--- src/rtl/sram_1024x32_req_ctrl.sv ---
// Valid/ready request front end for the 1024x32 single-port SRAM macro, with an in-order response FIFO.
// Latency: response visible 2 edges after request acceptance; 1 request/cycle sustained when resp_ready is high.
// Backpressure: req_ready drops once FIFO entries plus the in-flight access fill RESP_DEPTH, unless a pop frees a slot.
module sram_1024x32_req_ctrl #(
    parameter int BITS       = 32,
    parameter int ADDR_WIDTH = 10,
    parameter int RESP_DEPTH = 2
) (
    input  logic                  clk,
    input  logic                  rst_n,

    input  logic                  req_valid,
    output logic                  req_ready,
    input  logic                  req_write,
    input  logic [ADDR_WIDTH-1:0] req_addr,
    input  logic [BITS-1:0]       req_wdata,
    input  logic [BITS/8-1:0]     req_wstrb,

    output logic                  resp_valid,
    input  logic                  resp_ready,
    output logic                  resp_write,
    output logic [BITS-1:0]       resp_rdata,

    output logic                  sram_ce,
    output logic                  sram_we,
    output logic [ADDR_WIDTH-1:0] sram_addr,
    output logic [BITS-1:0]       sram_wd,
    output logic [BITS-1:0]       sram_wmask,
    input  logic [BITS-1:0]       sram_rd
);

    localparam int PW = $clog2(RESP_DEPTH);
    localparam int CW = $clog2(RESP_DEPTH + 1);

    logic                 r_pending;
    logic                 r_pending_write;
    logic                 r_fifo_write [RESP_DEPTH];
    logic [BITS-1:0]      r_fifo_rdata [RESP_DEPTH];
    logic [PW-1:0]        r_wr_ptr;
    logic [PW-1:0]        r_rd_ptr;
    logic [CW-1:0]        r_count;

    logic                 w_fire;
    logic                 w_push;
    logic                 w_pop;
    logic [CW:0]          w_occ;
    logic [BITS-1:0]      w_wmask;
    logic [BITS-1:0]      w_push_rdata;

    function automatic logic [PW-1:0] ptr_inc(input logic [PW-1:0] p);
        return (p == PW'(RESP_DEPTH - 1)) ? '0 : p + PW'(1);
    endfunction

    for (genvar i = 0; i < BITS/8; i++) begin : g_wmask
        assign w_wmask[8*i +: 8] = {8{req_wstrb[i]}};
    end

    // The in-flight access already owns a FIFO slot, so it counts against space.
    assign resp_valid = (r_count != '0);
    assign w_pop      = resp_valid & resp_ready;
    assign w_occ      = {1'b0, r_count} + (CW+1)'(r_pending);
    assign req_ready  = (w_occ < (CW+1)'(RESP_DEPTH)) | w_pop;
    assign w_fire     = req_valid & req_ready;

    assign sram_ce    = w_fire;
    assign sram_we    = w_fire & req_write;
    assign sram_addr  = w_fire ? req_addr  : '0;
    assign sram_wd    = w_fire ? req_wdata : '0;
    assign sram_wmask = (w_fire & req_write) ? w_wmask : '0;

    // rd_out is only meaningful the cycle after a read; writes return zero data.
    assign w_push       = r_pending;
    assign w_push_rdata = r_pending_write ? '0 : sram_rd;

    assign resp_write = resp_valid & r_fifo_write[r_rd_ptr];
    assign resp_rdata = resp_valid ? r_fifo_rdata[r_rd_ptr] : '0;

    always_ff @(posedge clk or negedge rst_n) begin
        if (!rst_n) begin
            r_pending       <= 1'b0;
            r_pending_write <= 1'b0;
        end else begin
            r_pending       <= w_fire;
            r_pending_write <= w_fire & req_write;
        end
    end

    always_ff @(posedge clk or negedge rst_n) begin
        if (!rst_n) begin
            r_wr_ptr <= '0;
            r_rd_ptr <= '0;
            r_count  <= '0;
        end else begin
            if (w_push) begin
                r_wr_ptr <= ptr_inc(r_wr_ptr);
            end
            if (w_pop) begin
                r_rd_ptr <= ptr_inc(r_rd_ptr);
            end
            if (w_push && !w_pop) begin
                r_count <= r_count + CW'(1);
            end else if (!w_push && w_pop) begin
                r_count <= r_count - CW'(1);
            end
        end
    end

    // Entry storage needs no reset: outputs are gated by resp_valid.
    always_ff @(posedge clk) begin
        if (w_push) begin
            r_fifo_write[r_wr_ptr] <= r_pending_write;
            r_fifo_rdata[r_wr_ptr] <= w_push_rdata;
        end
    end

endmodule
--- config.mk ---
export PLATFORM = sky130hd
export DESIGN_NAME = sram_1024x32_req_ctrl
export DESIGN_NICKNAME = d
export VERILOG_FILES = /design/src/rtl/sram_1024x32_req_ctrl.sv
export SDC_FILE = /design/constraint.sdc
export NUM_CORES = 1
export LEC_CHECK = 0
export CAP_MARGIN = 0
export CORE_MARGIN = 4
export CORE_UTILIZATION = 45
export CTS_BUF_LIST = sky130_fd_sc_hd__clkbuf_4
export CTS_CLUSTER_DIAMETER = 40
export CTS_CLUSTER_SIZE = 25
export DETAILED_ROUTE_END_ITERATION = 10
export DONT_BUFFER_PORTS = 1
export PLACE_DENSITY = 0.57
export SYNTH_ARGS = -nofsm -noshare
export SYNTH_HDL_FRONTEND = slang
export SYNTH_SLANG_ARGS = --single-unit
--- constraint.sdc ---
create_clock -name clk -period 7.3 [get_ports clk]
set_input_delay 1.825 -clock clk [delete_from_list [all_inputs] [get_ports clk]]
set_output_delay 1.825 -clock clk [all_outputs]
set_load 0.01 [all_outputs]
Yosys cells after proc, flatten, opt, wreduce, memory -nomap -nowiden:

Memory sizes are Yosys's and may differ from the RTL's.
Index checks and enable logic that the tools add are counted.

* bits in registers: 6
* RAM bits: 66
* input bits: 83
* output and inout bits: 111
* word-level logic and storage cells: 35
* memories: 2

Memories
* r_fifo_rdata: words 2, bits a word 32, read ports 1, clocked after memory_dff 0, wr ports 1, line 38 `logic [BITS-1:0] r_fifo_rdata [RESP_DEPTH];`
* r_fifo_write: words 2, bits a word 1, read ports 1, clocked after memory_dff 0, wr ports 1, line 37 `logic r_fifo_write [RESP_DEPTH];`

* $add $sub $neg: 5
* order comparisons: 1
* multiplexer cells: 11
* bitwise gates (word level): 5
* reduce and logical (&&, ||, !) cells: 6

Operators by type and width (count)
* $mux W32: 4
* $mux W10: 1
* $and A1 B1 Y1: 4
* $mux W1: 4
* $mux W2: 2
* $reduce_bool A2 Y1: 2
* $add A2 B1 Y3: 1
* $lt A3 B2 Y1 const B: 1
* $add A1 B1 Y1 const B: 2
* $add A2 B1 Y2 const B: 1
* $logic_and A1 B1 Y1: 2
* $logic_not A1 Y1: 2
* $sub A2 B1 Y2 const B: 1
* $or A1 B1 Y1: 1

Depth between registers and ports, before layout:

* depth in word-level cells: 6
* depth in mapped cells: 7
* mapped depth without buffers: 7

Worst setup path before layout:

No wires, ideal clock.

* path type: input to output
* from: in resp_ready
* to: out sram_wmask[10]
* data arrival time: 2672 ps
* data required time: 5475 ps
* setup slack: 2803 ps
* stages: 4
* buffers on the path: 2
* cells stage by stage: or2_1 > buf_6 > and4_1 > buf_4

* cells in the longest elaborated chain, start to end: 5

Ends and longest elaborated chain
* start: declaration: line 20 `input logic resp_ready,`
* $and A1 B1 Y1: line 60 `assign w_pop = resp_valid & resp_ready;`
* $or A1 B1 Y1: line 62 `assign req_ready = (w_occ < (CW+1)'(RESP_DEPTH)) | w_pop;`
* $and A1 B1 Y1: line 63 `assign w_fire = req_valid & req_ready;`
* $and A1 B1 Y1: line 69 `assign sram_wmask = (w_fire & req_write) ? w_wmask : '0;`
* $mux W32: line 69
* end: declaration: line 28 `output logic [BITS-1:0] sram_wmask,`

Every way passes these cells.

Final worst setup path:

* from: in resp_ready
* to: out sram_wmask[7]

The elaborated chain is that of the path after synthesis.

==> results.json <==
{
  "clkSinkCount": 72,
  "reg2reg_from": "r_count[0]",
  "cp_cell_sequence": "or2_1, and4_1",
  "synth_top_area_frac": 0.567,
  "die_h_microns": 96.2,
  "postSynth.asyncResetShare": 0.0833,
  "synth.distinct_cells": 19,
  "syn_to_final_growth_pct": -0.0359,
  "grt_pass1_wl_mm": 9.34,
  "grt_max_degree": 50,
  "cellPowerDensity_mw_per_mm2": 376,
  "dr.pass1.iters": 4,
  "fin_crit_ns": 5.34,
  "post-route-period-util": 0.732,
  "rrSetupSlack_ns": 5.37,
  "hold_viol": 0,
  "hp-class": "reg -> reg",
  "ctsHoldBuffers": 0,
  "rsz0062_at_grt": "no",
  "finClkSkew_ns": 0.0184,
  "drc": 0,
  "hold_depth": 1,
  "routabilityCongestion": 0.806,
  "path_clk_slew_ns": 0.12,
  "cts_max_level": 3,
  "vdd_drop_max_mv": 0.234,
  "cp_top_family": "simple AND/OR/NAND/NOR gates",
  "slew_headroom": 0.254,
  "max_freq_ghz": 0.187,
  "core_area_sq_mm": 0.00741,
  "outcome": "finished, final reports clean",
  "r2r-end": "r_pending_write",
  "cp.arrival_ns": 3.52,
  "critical_path_class": "in -> out",
  "critPathLaunchType": "input pin",
  "fin_nets": 329,
  "ff2ff_path_depth": 3,
  "grt_pass1_vias": 1822,
  "viasPerCell": 5.53,
  "cts_tree": "built",
  "switchingPower_uw": 488,
  "pwr-share-clk": 0.206,
  "cts_resized": 0,
  "synthTopCellsByArea": "edfxtp_1, mux2i_1, and3_1",
  "critPathBufInv": 0,
  "rows": 31,
  "swShare": 0.371,
  "slew_violations": 0,
  "ys_ff_latch": 72,
  "synth-edff-count": 66,
  "netlist_area_sq_mm": 0.00350,
  "setup_violations": 0,
  "synth_area_leader_cell": "edfxtp_1",
  "pwr-share-seq": 0.484,
  "syn_avg_cell_area_sq_um": 12.5,
  "crit_slowest_cell": "and4_1",
  "required_ns": 5.48,
  "dieArea_sq_mm": 0.00925,
  "p_int_uw": 826,
  "drt_iter0_markers": 76,
  "post_cts_buffers": 0,
  "cp-end-kind": "output pin",
  "synth.most_common_cell": "edfxtp_1",
  "dpl.hpwl_mm": 4.70,
  "p_leak_nw": 1.42,
  "drive_gt1_frac": 0.0763,
  "cap_violations": 0,
  "tritoncts.num_buffers": 9,
  "antenna_found_initial": 1,
  "holdPathEnd": "r_count[1]",
  "ys_seq_area_frac": 0.609,
  "synth_cells": 280,
  "routedWlPerCell_microns": 20.0,
  "vias": 1931,
  "slowest_delay_ns": 0.86,
  "die_width_microns": 96.2,
  "antenna_left": 0,
  "grt-ovfl-total": 0,
  "cts.path.max_buffers": 2,
  "tns_ns": 0,
  "cts_root_buf": "clkbuf_4",
  "routed_wl_mm": 7.00,
  "grt_usage": 0.143,
  "hold_slack_ns": 0.521,
  "syn_nets": 364,
  "start_util": 0.472,
  "numPortBuffers": 0,
  "yosys-top-cells-count": "edfxtp_1, and3_1, nor2_1, mux2i_1, nor2b_1",
  "path_max_fanout": 49,
  "ioPinCount": 194,
  "n_fill_cell": 649,
  "yosys_warnings": 0,
  "clk_latency_ns": 0.40,
  "ys.flop_type": "edfxtp_1",
  "crit_start": "resp_ready",
  "comb_power_share": 0.310,
  "hp-start": "r_count[1]",
  "tightest_slew_ns": 1.12
}
how the worst max path moves through the flow:
stage / to / slack [ns] / cells past startpoint
2_1_floorplan: sram_wmask[10] / 2.80 / 4
4_1_cts: sram_wmask[7] / 1.97 / 2
6_report: sram_wmask[7] / 1.96 / 2
3_3_place_gp: sram_wmask[7] / 2.02 / 2
5_1_grt: sram_wmask[16] / 1.70 / 2
3_5_place_dp: sram_wmask[7] / 1.97 / 2
cells by family (layout without fill, tap and decap cells):
kind of cell | after synthesis | count (layout) | synth area share
muxes | 33 | 33 | 0.0944
buffers and inverters | 49 | 18 | 0.0887
AOI/OAI and AO/OA | 1 | 1 | 0.00143
and+or+nand+nor | 119 | 119 | 0.190
xor gates and xnor gates | 5 | 5 | 0.0125
other | 0 | 1 | 0
adders and majority gates | 1 | 1 | 0.00358
DFF | 72 | 72 | 0.609
through the flow:
step | cell area, sq um | total power, mW | utilization | instances | setup WS [ns]
6_report | 3500 | 1.31 | 0.472 | 349 | 1.96
5_1_grt | 3500 | 1.40 | 0.472 | 349 | 1.70
4_1_cts | 3490 | 1.34 | 0.472 | 348 | 1.97
3_5_place_dp | 3340 | 1.07 | 0.451 | 333 | 1.97
3_3_place_gp | 3340 | 1.06 | 0.451 | 333 | 2.02
2_1_floorplan | 3500 | 0.993 | - | 280 | 2.80
power by group through the flow:
| stage | Sequential [mW] | Clock, mW | Combinational [mW] |
|---|---|---|---|
| 2_1_floorplan | 0.589 | 0 | 0.404 |
| 3_3_place_gp | 0.647 | 0 | 0.412 |
| 3_5_place_dp | 0.649 | 0 | 0.416 |
| 4_1_cts | 0.640 | 0.280 | 0.418 |
| 5_1_grt | 0.649 | 0.303 | 0.449 |
| 6_report | 0.636 | 0.271 | 0.407 |
cell type report:
class | count | area, sq um | area share
Antenna cell | 1 | 2.50 | 0.000716
Clock buffer | 9 | 67.6 | 0.0193
Clock inverter | 6 | 83.8 | 0.0240
Inverter | 1 | 3.75 | 0.00107
Multi-Input combinational cell | 159 | 1070 | 0.305
Sequential cell | 72 | 2130 | 0.610
Tap cell | 99 | 124 | 0.0354
Timing Repair Buffer | 2 | 15.0 | 0.00429
registers in the layout, summed over array words and instances (netlist names):
name             cells
r_wr_ptr             1
r_rd_ptr             1
r_fifo_rdata        64
r_pending_write      1
r_pending            1
r_fifo_write         2
r_count              2
placed cells by master (no fill, tap or decap), types with 3 or more instances in the layout:
cell      instances
edfxtp_1         66
and3_1           43
nor2_1           34
mux2i_1          33
nor2b_1          32
clkbuf_4          9
dfrtp_1           5
and4_1            4
xor2_1            3
routing by layer:
| layer | vias to the layer above | track usage | wire, microns |
|---|---|---|---|
| met4 | 0 | 0.0569 | 93 |
| met1 | 936 | 0.161 | 2740 |
| met3 | 7 | 0.0618 | 653 |
| met2 | 99 | 0.237 | 3510 |
| li1 | 889 | - | - |
| met5 | - | 0 | 0 |
No activity file was read; power rests on OpenSTA's default activity.
